**src/rtl/hps_instr_pkg.sv**
```systemverilog
// hps_instr_pkg: shared definitions for the HPS instruction endpoint.
//   - 64-bit instruction field positions: [63:32] data, [31:16] opcode, [15:0] address
//   - OP_WRITE opcode and default base addresses for the control and readback banks
//   - Readback handshake FSM state encoding
//   - make_rsp: builds a readback word (opcode field is always zero)
package hps_instr_pkg;

  localparam int DATA_MSB = 63;
  localparam int DATA_LSB = 32;
  localparam int OP_MSB   = 31;
  localparam int OP_LSB   = 16;
  localparam int ADDR_MSB = 15;
  localparam int ADDR_LSB = 0;

  localparam logic [15:0] OP_WRITE = 16'd0;

  localparam int DEF_WR_BASE = 100;
  localparam int DEF_RD_BASE = 300;

  typedef enum logic [1:0] {
    IDLE,
    PRESENT,
    WAIT_LOW
  } rd_state_e;

  function automatic logic [63:0] make_rsp(input logic [31:0] data, input logic [15:0] addr);
    return {data, 16'd0, addr};
  endfunction

endpackage

```
**src/rtl/hps_instr_fifo.sv**
```systemverilog
// hps_instr_fifo: synchronous show-ahead FIFO.
//   i_clk / i_reset : clock, synchronous active-high reset (empties the FIFO)
//   i_push, i_data  : write side; a push while full is ignored
//   i_pop           : read side; o_data always shows the head, a pop while empty is ignored
//   o_full, o_empty : decoded from the registered occupancy count
//   o_count         : number of stored entries (0..DEPTH)
// DEPTH must be a power of two (>= 2) so the pointers wrap naturally.
module hps_instr_fifo #(
  parameter int WIDTH = 64,
  parameter int DEPTH = 4
) (
  input  logic                       i_clk,
  input  logic                       i_reset,
  input  logic                       i_push,
  input  logic [WIDTH-1:0]           i_data,
  input  logic                       i_pop,
  output logic [WIDTH-1:0]           o_data,
  output logic                       o_full,
  output logic                       o_empty,
  output logic [$clog2(DEPTH):0]     o_count
);

  localparam int AW = $clog2(DEPTH);

  logic [WIDTH-1:0] r_mem [DEPTH];
  logic [AW-1:0]    r_wr_ptr;
  logic [AW-1:0]    r_rd_ptr;
  logic [AW:0]      r_count;

  logic w_push_ok;
  logic w_pop_ok;

  assign o_full    = (r_count == (AW+1)'(DEPTH));
  assign o_empty   = (r_count == '0);
  assign o_count   = r_count;
  assign o_data    = r_mem[r_rd_ptr];
  assign w_push_ok = i_push && !o_full;
  assign w_pop_ok  = i_pop && !o_empty;

  // Storage has no reset so it can map onto RAM.
  always_ff @(posedge i_clk) begin
    if (w_push_ok) begin
      r_mem[r_wr_ptr] <= i_data;
    end
  end

  always_ff @(posedge i_clk) begin
    if (i_reset) begin
      r_wr_ptr <= '0;
      r_rd_ptr <= '0;
      r_count  <= '0;
    end else begin
      if (w_push_ok) begin
        r_wr_ptr <= r_wr_ptr + 1'b1;
      end
      if (w_pop_ok) begin
        r_rd_ptr <= r_rd_ptr + 1'b1;
      end
      case ({w_push_ok, w_pop_ok})
        2'b10:   r_count <= r_count + 1'b1;
        2'b01:   r_count <= r_count - 1'b1;
        default: r_count <= r_count;
      endcase
    end
  end

endmodule

```
**src/rtl/hps_instr_endpoint.sv**
```systemverilog
// hps_instr_endpoint: fabric-side responder for the HPS instruction link.
//   s_clk, s_reset  : sole clock, synchronous active-high reset
//   wr, wr_busy     : write-instruction strobe; busy while the command FIFO is full
//   wr_instruction  : [63:32] data, [31:16] opcode, [15:0] address
//   rd, rd_valid    : readback handshake (present, ack high, ack low again)
//   rd_instruction  : [63:32] data, [31:16] zero, [15:0] readback address
//   ctrl_q          : control register bank, word i at [32i+31:32i]
//   stat_in         : status words from user logic, published when they change
//   err_cnt/ovf_cnt : saturating counts of discarded / dropped instructions
// Valid control writes are echoed at RD_BASE+i; status word k is reported at
// RD_BASE+NUM_CTRL+k.
module hps_instr_endpoint
  import hps_instr_pkg::*;
#(
  parameter int CMD_DEPTH = 4,
  parameter int RSP_DEPTH = 8,
  parameter int NUM_CTRL  = 8,
  parameter int NUM_STAT  = 8,
  parameter int WR_BASE   = DEF_WR_BASE,
  parameter int RD_BASE   = DEF_RD_BASE
) (
  input  logic                     s_clk,
  input  logic                     s_reset,
  input  logic                     wr,
  output logic                     wr_busy,
  input  logic [63:0]              wr_instruction,
  input  logic                     rd,
  output logic                     rd_valid,
  output logic [63:0]              rd_instruction,
  output logic [32*NUM_CTRL-1:0]   ctrl_q,
  input  logic [32*NUM_STAT-1:0]   stat_in,
  output logic [15:0]              err_cnt,
  output logic [15:0]              ovf_cnt
);

  localparam int CIW = $clog2(CMD_DEPTH) + 1;
  localparam int RIW = $clog2(RSP_DEPTH) + 1;
  localparam int CW  = (NUM_CTRL > 1) ? $clog2(NUM_CTRL) : 1;
  localparam int SW  = (NUM_STAT > 1) ? $clog2(NUM_STAT) : 1;

  // ---------------------------------------------------------------- command FIFO
  logic [63:0]    w_cmd_head;
  logic           w_cmd_full;
  logic           w_cmd_empty;
  logic [CIW-1:0] w_cmd_count;
  logic           w_cmd_push;
  logic           w_exec;

  assign w_cmd_push = wr && !w_cmd_full;
  assign wr_busy    = (w_cmd_count == CIW'(CMD_DEPTH));

  hps_instr_fifo #(.WIDTH(64), .DEPTH(CMD_DEPTH)) u_cmd_fifo (
    .i_clk   (s_clk),
    .i_reset (s_reset),
    .i_push  (w_cmd_push),
    .i_data  (wr_instruction),
    .i_pop   (w_exec),
    .o_data  (w_cmd_head),
    .o_full  (w_cmd_full),
    .o_empty (w_cmd_empty),
    .o_count (w_cmd_count)
  );

  // ---------------------------------------------------------------- response FIFO
  logic [63:0]    w_rsp_head;
  logic [63:0]    w_rsp_din;
  logic           w_rsp_full;
  logic           w_rsp_empty;
  logic           w_rsp_push;
  logic           w_rsp_pop;
  logic [RIW-1:0] w_rsp_count_unused;

  hps_instr_fifo #(.WIDTH(64), .DEPTH(RSP_DEPTH)) u_rsp_fifo (
    .i_clk   (s_clk),
    .i_reset (s_reset),
    .i_push  (w_rsp_push),
    .i_data  (w_rsp_din),
    .i_pop   (w_rsp_pop),
    .o_data  (w_rsp_head),
    .o_full  (w_rsp_full),
    .o_empty (w_rsp_empty),
    .o_count (w_rsp_count_unused)
  );

  // ---------------------------------------------------------------- execute / decode
  logic [15:0]   w_op;
  logic [15:0]   w_addr;
  logic [31:0]   w_data;
  logic [15:0]   w_off;
  logic          w_cmd_ok;
  logic          w_echo_push;
  logic          w_err_inc;
  logic [CW-1:0] w_ctrl_idx;
  logic [15:0]   w_echo_addr;

  // Any head (good or bad) waits while the response FIFO is full, so a
  // discard never overtakes a write that is still waiting for echo space.
  assign w_exec      = !w_cmd_empty && !w_rsp_full;
  assign w_op        = w_cmd_head[OP_MSB:OP_LSB];
  assign w_addr      = w_cmd_head[ADDR_MSB:ADDR_LSB];
  assign w_data      = w_cmd_head[DATA_MSB:DATA_LSB];
  assign w_off       = w_addr - 16'(WR_BASE);
  assign w_cmd_ok    = (w_op == OP_WRITE) && (w_addr >= 16'(WR_BASE)) &&
                       (w_off < 16'(NUM_CTRL));
  assign w_echo_push = w_exec && w_cmd_ok;
  assign w_err_inc   = w_exec && !w_cmd_ok;
  assign w_ctrl_idx  = w_off[CW-1:0];
  assign w_echo_addr = 16'(RD_BASE) + w_off;

  logic [31:0] r_ctrl [NUM_CTRL];

  always_ff @(posedge s_clk) begin
    if (s_reset) begin
      for (int i = 0; i < NUM_CTRL; i++) begin
        r_ctrl[i] <= '0;
      end
    end else if (w_echo_push) begin
      r_ctrl[w_ctrl_idx] <= w_data;
    end
  end

  genvar gi;
  generate
    for (gi = 0; gi < NUM_CTRL; gi++) begin : g_ctrl_out
      assign ctrl_q[32*gi +: 32] = r_ctrl[gi];
    end
  endgenerate

  // ---------------------------------------------------------------- status scanner
  logic [31:0]         w_stat [NUM_STAT];
  logic [31:0]         r_shadow [NUM_STAT];
  logic [NUM_STAT-1:0] r_dirty;
  logic [SW-1:0]       r_scan_idx;
  logic [31:0]         w_stat_cur;
  logic                w_stat_diff;
  logic                w_scan_push;
  logic                w_scan_adv;
  logic [15:0]         w_stat_addr;

  generate
    for (gi = 0; gi < NUM_STAT; gi++) begin : g_stat_in
      assign w_stat[gi] = stat_in[32*gi +: 32];
    end
  endgenerate

  assign w_stat_cur  = w_stat[r_scan_idx];
  assign w_stat_diff = r_dirty[r_scan_idx] || (w_stat_cur != r_shadow[r_scan_idx]);
  // Echoes own the single push slot; a pending status word just holds its index.
  assign w_scan_push = w_stat_diff && !w_echo_push && !w_rsp_full;
  assign w_scan_adv  = !w_stat_diff || w_scan_push;
  assign w_stat_addr = 16'(RD_BASE + NUM_CTRL) + 16'(r_scan_idx);

  always_ff @(posedge s_clk) begin
    if (s_reset) begin
      r_scan_idx <= '0;
      r_dirty    <= '1;
      for (int i = 0; i < NUM_STAT; i++) begin
        r_shadow[i] <= '0;
      end
    end else begin
      if (w_scan_push) begin
        r_shadow[r_scan_idx] <= w_stat_cur;
        r_dirty[r_scan_idx]  <= 1'b0;
      end
      if (w_scan_adv) begin
        r_scan_idx <= (r_scan_idx == SW'(NUM_STAT - 1)) ? '0 : r_scan_idx + 1'b1;
      end
    end
  end

  assign w_rsp_push = w_echo_push || w_scan_push;
  assign w_rsp_din  = w_echo_push ? make_rsp(w_data, w_echo_addr)
                                  : make_rsp(w_stat_cur, w_stat_addr);

  // ---------------------------------------------------------------- counters
  logic [15:0] r_err_cnt;
  logic [15:0] r_ovf_cnt;

  always_ff @(posedge s_clk) begin
    if (s_reset) begin
      r_err_cnt <= '0;
      r_ovf_cnt <= '0;
    end else begin
      if (w_err_inc && (r_err_cnt != 16'hFFFF)) begin
        r_err_cnt <= r_err_cnt + 16'd1;
      end
      if (wr && w_cmd_full && (r_ovf_cnt != 16'hFFFF)) begin
        r_ovf_cnt <= r_ovf_cnt + 16'd1;
      end
    end
  end

  assign err_cnt = r_err_cnt;
  assign ovf_cnt = r_ovf_cnt;

  // ---------------------------------------------------------------- readback FSM
  rd_state_e   r_rd_state;
  logic        r_rd_valid;
  logic [63:0] r_rd_instruction;

  // The word is popped on the first acknowledged cycle; WAIT_LOW then
  // swallows the rest of a long rd pulse.
  assign w_rsp_pop = (r_rd_state == PRESENT) && rd;

  always_ff @(posedge s_clk) begin
    if (s_reset) begin
      r_rd_state       <= IDLE;
      r_rd_valid       <= 1'b0;
      r_rd_instruction <= '0;
    end else begin
      case (r_rd_state)
        IDLE: begin
          if (!w_rsp_empty && !rd) begin
            r_rd_instruction <= w_rsp_head;
            r_rd_valid       <= 1'b1;
            r_rd_state       <= PRESENT;
          end
        end
        PRESENT: begin
          if (rd) begin
            r_rd_valid <= 1'b0;
            r_rd_state <= WAIT_LOW;
          end
        end
        WAIT_LOW: begin
          if (!rd) begin
            r_rd_state <= IDLE;
          end
        end
        default: begin
          r_rd_valid <= 1'b0;
          r_rd_state <= IDLE;
        end
      endcase
    end
  end

  assign rd_valid       = r_rd_valid;
  assign rd_instruction = r_rd_instruction;

endmodule

```
**config.mk**
```make
export PLATFORM = sky130hd
export DESIGN_NAME = hps_instr_endpoint
export DESIGN_NICKNAME = d
export VERILOG_FILES = /design/src/rtl/hps_instr_pkg.sv /design/src/rtl/hps_instr_fifo.sv /design/src/rtl/hps_instr_endpoint.sv
export SDC_FILE = /design/constraint.sdc
export NUM_CORES = 2
export LEC_CHECK = 0
export CORE_ASPECT_RATIO = 0.9
export CORE_MARGIN = 1.5
export CORE_UTILIZATION = 45
export CTS_BUF_LIST = sky130_fd_sc_hd__clkbuf_8
export CTS_CLUSTER_DIAMETER = 100
export DETAILED_ROUTE_END_ITERATION = 8
export GPL_TIMING_DRIVEN = 0
export PLACE_DENSITY = 0.67
export SYNTH_ARGS = -nofsm -noshare
export SYNTH_HDL_FRONTEND = slang
export SYNTH_SLANG_ARGS = --single-unit
```
**constraint.sdc**
```tcl
create_clock -name s_clk -period 16.1 [get_ports s_clk]
set_input_delay 3.22 -clock s_clk [delete_from_list [all_inputs] [get_ports s_clk]]
set_output_delay 3.22 -clock s_clk [all_outputs]
set_load 0.02 [all_outputs]
```
==> results by group <==
Critical path
  – CP bufs+invs: 7
  – Crit path from: stat_in[150]
  – Crit-path slowest cell: o21ai_1
  – WP data arrival: 9.34 ns
  – Top cell by count, worst path: buf_4
  – Crit Path Max Fanout: 10
  – Setup crit start kind: primary input
  – Type of the worst setup path: in -> reg
  – Top Family by Delay on Critical Path: compound AO/OA/AOI/OAI gates
  – CP max stage delay: 1.03 ns
  – Worst setup EP type: flop
  – Crit path cell chain: clkdlybuf4s50_1 > mux2_2 > a221o_1 > a22oi_2 > xor2_1 > nor4_1 > nand4_2 > o21ai_1 > a2111oi_2 > buf_4 > buf_4 > buf_2 > buf_4 > buf_4 > buf_4
  – Critical Path RT: 16.71 ns

Synthesis
  – Syn. warnings: 0
  – Syn Std Cell Area: 0.0534 mm²
  – Seq cells post-synth: 1268
  – Top post-synthesis cells by area: edfxtp_1 (65%), mux4_2 (8.2%), dfxtp_1 (4.3%)
  – Post-synth top cells: edfxtp_1 (1152), nor2_1 (366), mux4_2 (195), mux2i_1 (182), nor3_1 (150)
  – Multiplexer share of the synthesized area: 0.132
  – Count of cell types in the netlist: 91
  – Syn Inst Count: 3266
  – Synth Flop Type: edfxtp_1
  – Synth Area in Compound Gates: 0.0361
  – Post-Synth Adder-Cell Area: 0.00497
  – Post-synth top area cell: edfxtp_1
  – Count leader, synth: edfxtp_1
  – Syn_area_per_cell: 16.3 µm²
  – Sequential share of the synthesized area: 0.691
  – Simple-Gate Fraction of Synth Area: 0.0969
  – Main combinational cell family by area after synthesis: multiplexers
  – Synth Area in XOR/XNOR: 0.00804
  – Post-synth EDFFs: 1152
  – FFs w/ async S/R, synth: 0
  – Top-area cell type share of the netlist area: 0.648

CTS
  – Clock Tree Buf Depth: 3
  – CTS tree: built
  – CTS Sinks: 1268
  – CTS root buffer: clkbuf_8
  – CTS Hold Bufs: 0
  – Number of H-tree levels: 4
  – Clk pin slew, worst setup/hold paths: 0.06 ns
  – Clk Latency, worst-skew pair: 0.89 ns
  – TritonCTS Buffers: 194
  – Count of cells resized by post-cts repair: 0
  – Post-CTS Setup Bufs: 0

Power and ir drop
  – Clock network power share: 0.306
  – Combinational Power Share: 0.219
  – Leak: 0.0233 µW
  – Switching share of power: 0.304
  – Worst vdd ir: 0.103 mV
  – Power Density: 123 mW/mm²
  – Internal power: 5760 µW
  – Register share of total power: 0.475
  – Total net switching power: 2510 µW

Timing
  – Final critical-path share of the clock period: 0.542
  – Clock Skew: 0.0587 ns
  – Setup violations, final: 0
  – Fmax: 0.115 GHz
  – RSZ-0062 raised after global routing: false
  – Minimum clock period: 8.73 ns
  – Tightest Pin Transition: 1.41 ns
  – Setup TNS Final: 0 ns
  – Slew HR: 0.0562
  – Final hold violation count: 0
  – Hold_ws: 0.486 ns
  – Pins Over Slew Limit: 0

Detailed routing
  – Pre-antenna DRT Iters: 5
  – Post-DRT Antenna Nets: 0
  – Initial DRC Count: 4029
  – Via count: 34700
  – WL/cell: 28.8 µm
  – Final wirelength: 175000 µm
  – DRC viols: 0
  – Vias per inst: 5.72

GRT
  – Grt total ovfl: 0
  – GR Util met1: 0.399
  – Met2 Usage GRT: 0.428
  – Vias in the first global route: 34100
  – Most Used Layer, Global Route: met2
  – Largest net degree at the start of global routing: 62
  – Initial antenna violation count: 29
  – M3 GR Usage: 0.0858
  – Total Routing Usage GR: 0.285
  – First-pass GRT wire length: 245000 µm

Die
  – Die height: 330 µm
  – Core Area: 0.117 mm²
  – DIE AREA: 0.121 mm²
  – Chip width: 366 µm
  – Row Count: 119
  – Initial Utilization: 0.455
  – # IOs: 678

Finish
  – Post-Layout Cell Count: 6064
  – Area Growth Syn to Fin: 26.3%
  – Layout cells sized above 1: 0.212
  – Layout net count: 4668

Outcome
  – Status: finished, final reports clean

Worst hold path
  – Worst hold path startpoint: rd_valid$_SDFFE_PP0P_
  – HP Class: reg -> reg

Job
  – Maxcap violations: 0

Placed design
  – Inst Count DP: 5701
  – DPL Wire Length: 129000 µm
  – Port-buffer cells: 661
  – Routability cong.: 0.992
-- cell usage in the layout, fill, tap and decap left out, types with 18 or more instances in the layout --
cell / n
dfxtp_1: 116
buf_12: 19
clkinv_1: 48
clkdlybuf4s50_1: 661
edfxtp_1: 1152
mux2i_1: 180
buf_2: 82
nand2_1: 78
buf_6: 65
a21oi_1: 32
nor4_1: 22
nor3_1: 148
a211oi_1: 51
o21ai_1: 33
nor2_1: 366
o21ai_0: 18
mux2_2: 57
nand2b_1: 18
nor3_2: 122
nand3_1: 31
conb_1: 104
clkbuf_1: 55
clkbuf_8: 207
xor2_1: 33
inv_1: 98
buf_4: 77
mux4_2: 195
buf_1: 40
ha_1: 18
-- metal layers --
metal | part of all wire | vias to the layer above
met5 | 0.0012 | -
met4 | 0.029 | 32
met3 | 0.11 | 315
met2 | 0.45 | 1878
met1 | 0.41 | 17700
li1 | - | 14800
-- flip-flops by register name, indices dropped and copies added, names as in the netlist, named ones only --
name / count
rd_valid: 1
err_cnt: 16
ovf_cnt: 16
u_cmd_fifo.r_rd_ptr: 2
u_cmd_fifo.r_mem: 256
u_rsp_fifo.r_mem: 384
r_shadow: 256
r_dirty: 8
r_rd_state: 2
u_cmd_fifo.r_wr_ptr: 2
rd_instruction: 48
u_rsp_fifo.o_count: 4
u_rsp_fifo.r_rd_ptr: 3
u_cmd_fifo.o_count: 3
r_ctrl: 256
r_scan_idx: 3
u_rsp_fifo.r_wr_ptr: 3
-- layout make-up --
class / count / area [µm²]
fillers: 9345 / 49900
flip-flops and latches: 1268 / 36900
multi-input cells: 1823 / 15500
repair buffers: 760 / 7800
clock buffers: 207 / 2850
well taps: 1573 / 1970
plain buffers: 250 / 1500
clock inverters: 149 / 762
inverters: 27 / 101
diodes: 7 / 17.5
-- worst paths after layout --
path | end | slack [ns] | depth (start not counted)
setup reg to reg | u_rsp_fifo.r_mem[0][14]$_DFFE_PP_ | 8.37 | 22
hold reg to reg | rd_valid$_SDFFE_PP0P_ | 0.49 | 2
hold / removal | rd_valid$_SDFFE_PP0P_ | 0.49 | 2
setup / recovery | u_rsp_fifo.r_mem[0][14]$_DFFE_PP_ | 7.37 | 15
-- stage by stage --
| stage | total power (µW) | utilization | worst slack (ns) | area, µm² |
|---|---|---|---|---|
| 5_1_grt | 8540 | 0.575 | 7.30 | 67400 |
| 3_3_place_gp | 5650 | 0.531 | -6.92 | 62400 |
| 2_1_floorplan | 4890 | - | 2.93 | 53800 |
| 3_5_place_dp | 5790 | 0.544 | 6.63 | 63800 |
| 4_1_cts | 8290 | 0.575 | 7.57 | 67400 |
| 6_report | 8270 | 0.575 | 7.37 | 67400 |
-- power groups by stage --
stage	Combinational, µW	Clock (µW)	Sequential [µW]
detailed placement	1790	0	4000
floorplan	845	0	4050
global route	1900	2690	3950
global placement	1620	0	4030
CTS	1800	2560	3930
finish	1810	2530	3930
-- worst min-delay path: stages, from the launching register on --
cell and delay [ns]:
dfxtp_1 0.32, nand2_1 0.06, a21oi_1 0.06
-- cell families (layout without fill, tap and decap cells) --
| kind of cell | Yosys count | in the layout |
|---|---|---|
| AO/OA/AOI/OAI | 270 | 270 |
| multiplexers | 447 | 447 |
| buffers and inverters | 277 | 1393 |
| flip-flops | 1268 | 1268 |
| other | 2 | 111 |
| adder cells (fa/ha/maj) | 20 | 20 |
| AND/OR/NAND/NOR | 933 | 933 |
| XOR/XNOR | 49 | 49 |
Power figures use the tool's default switching activity.
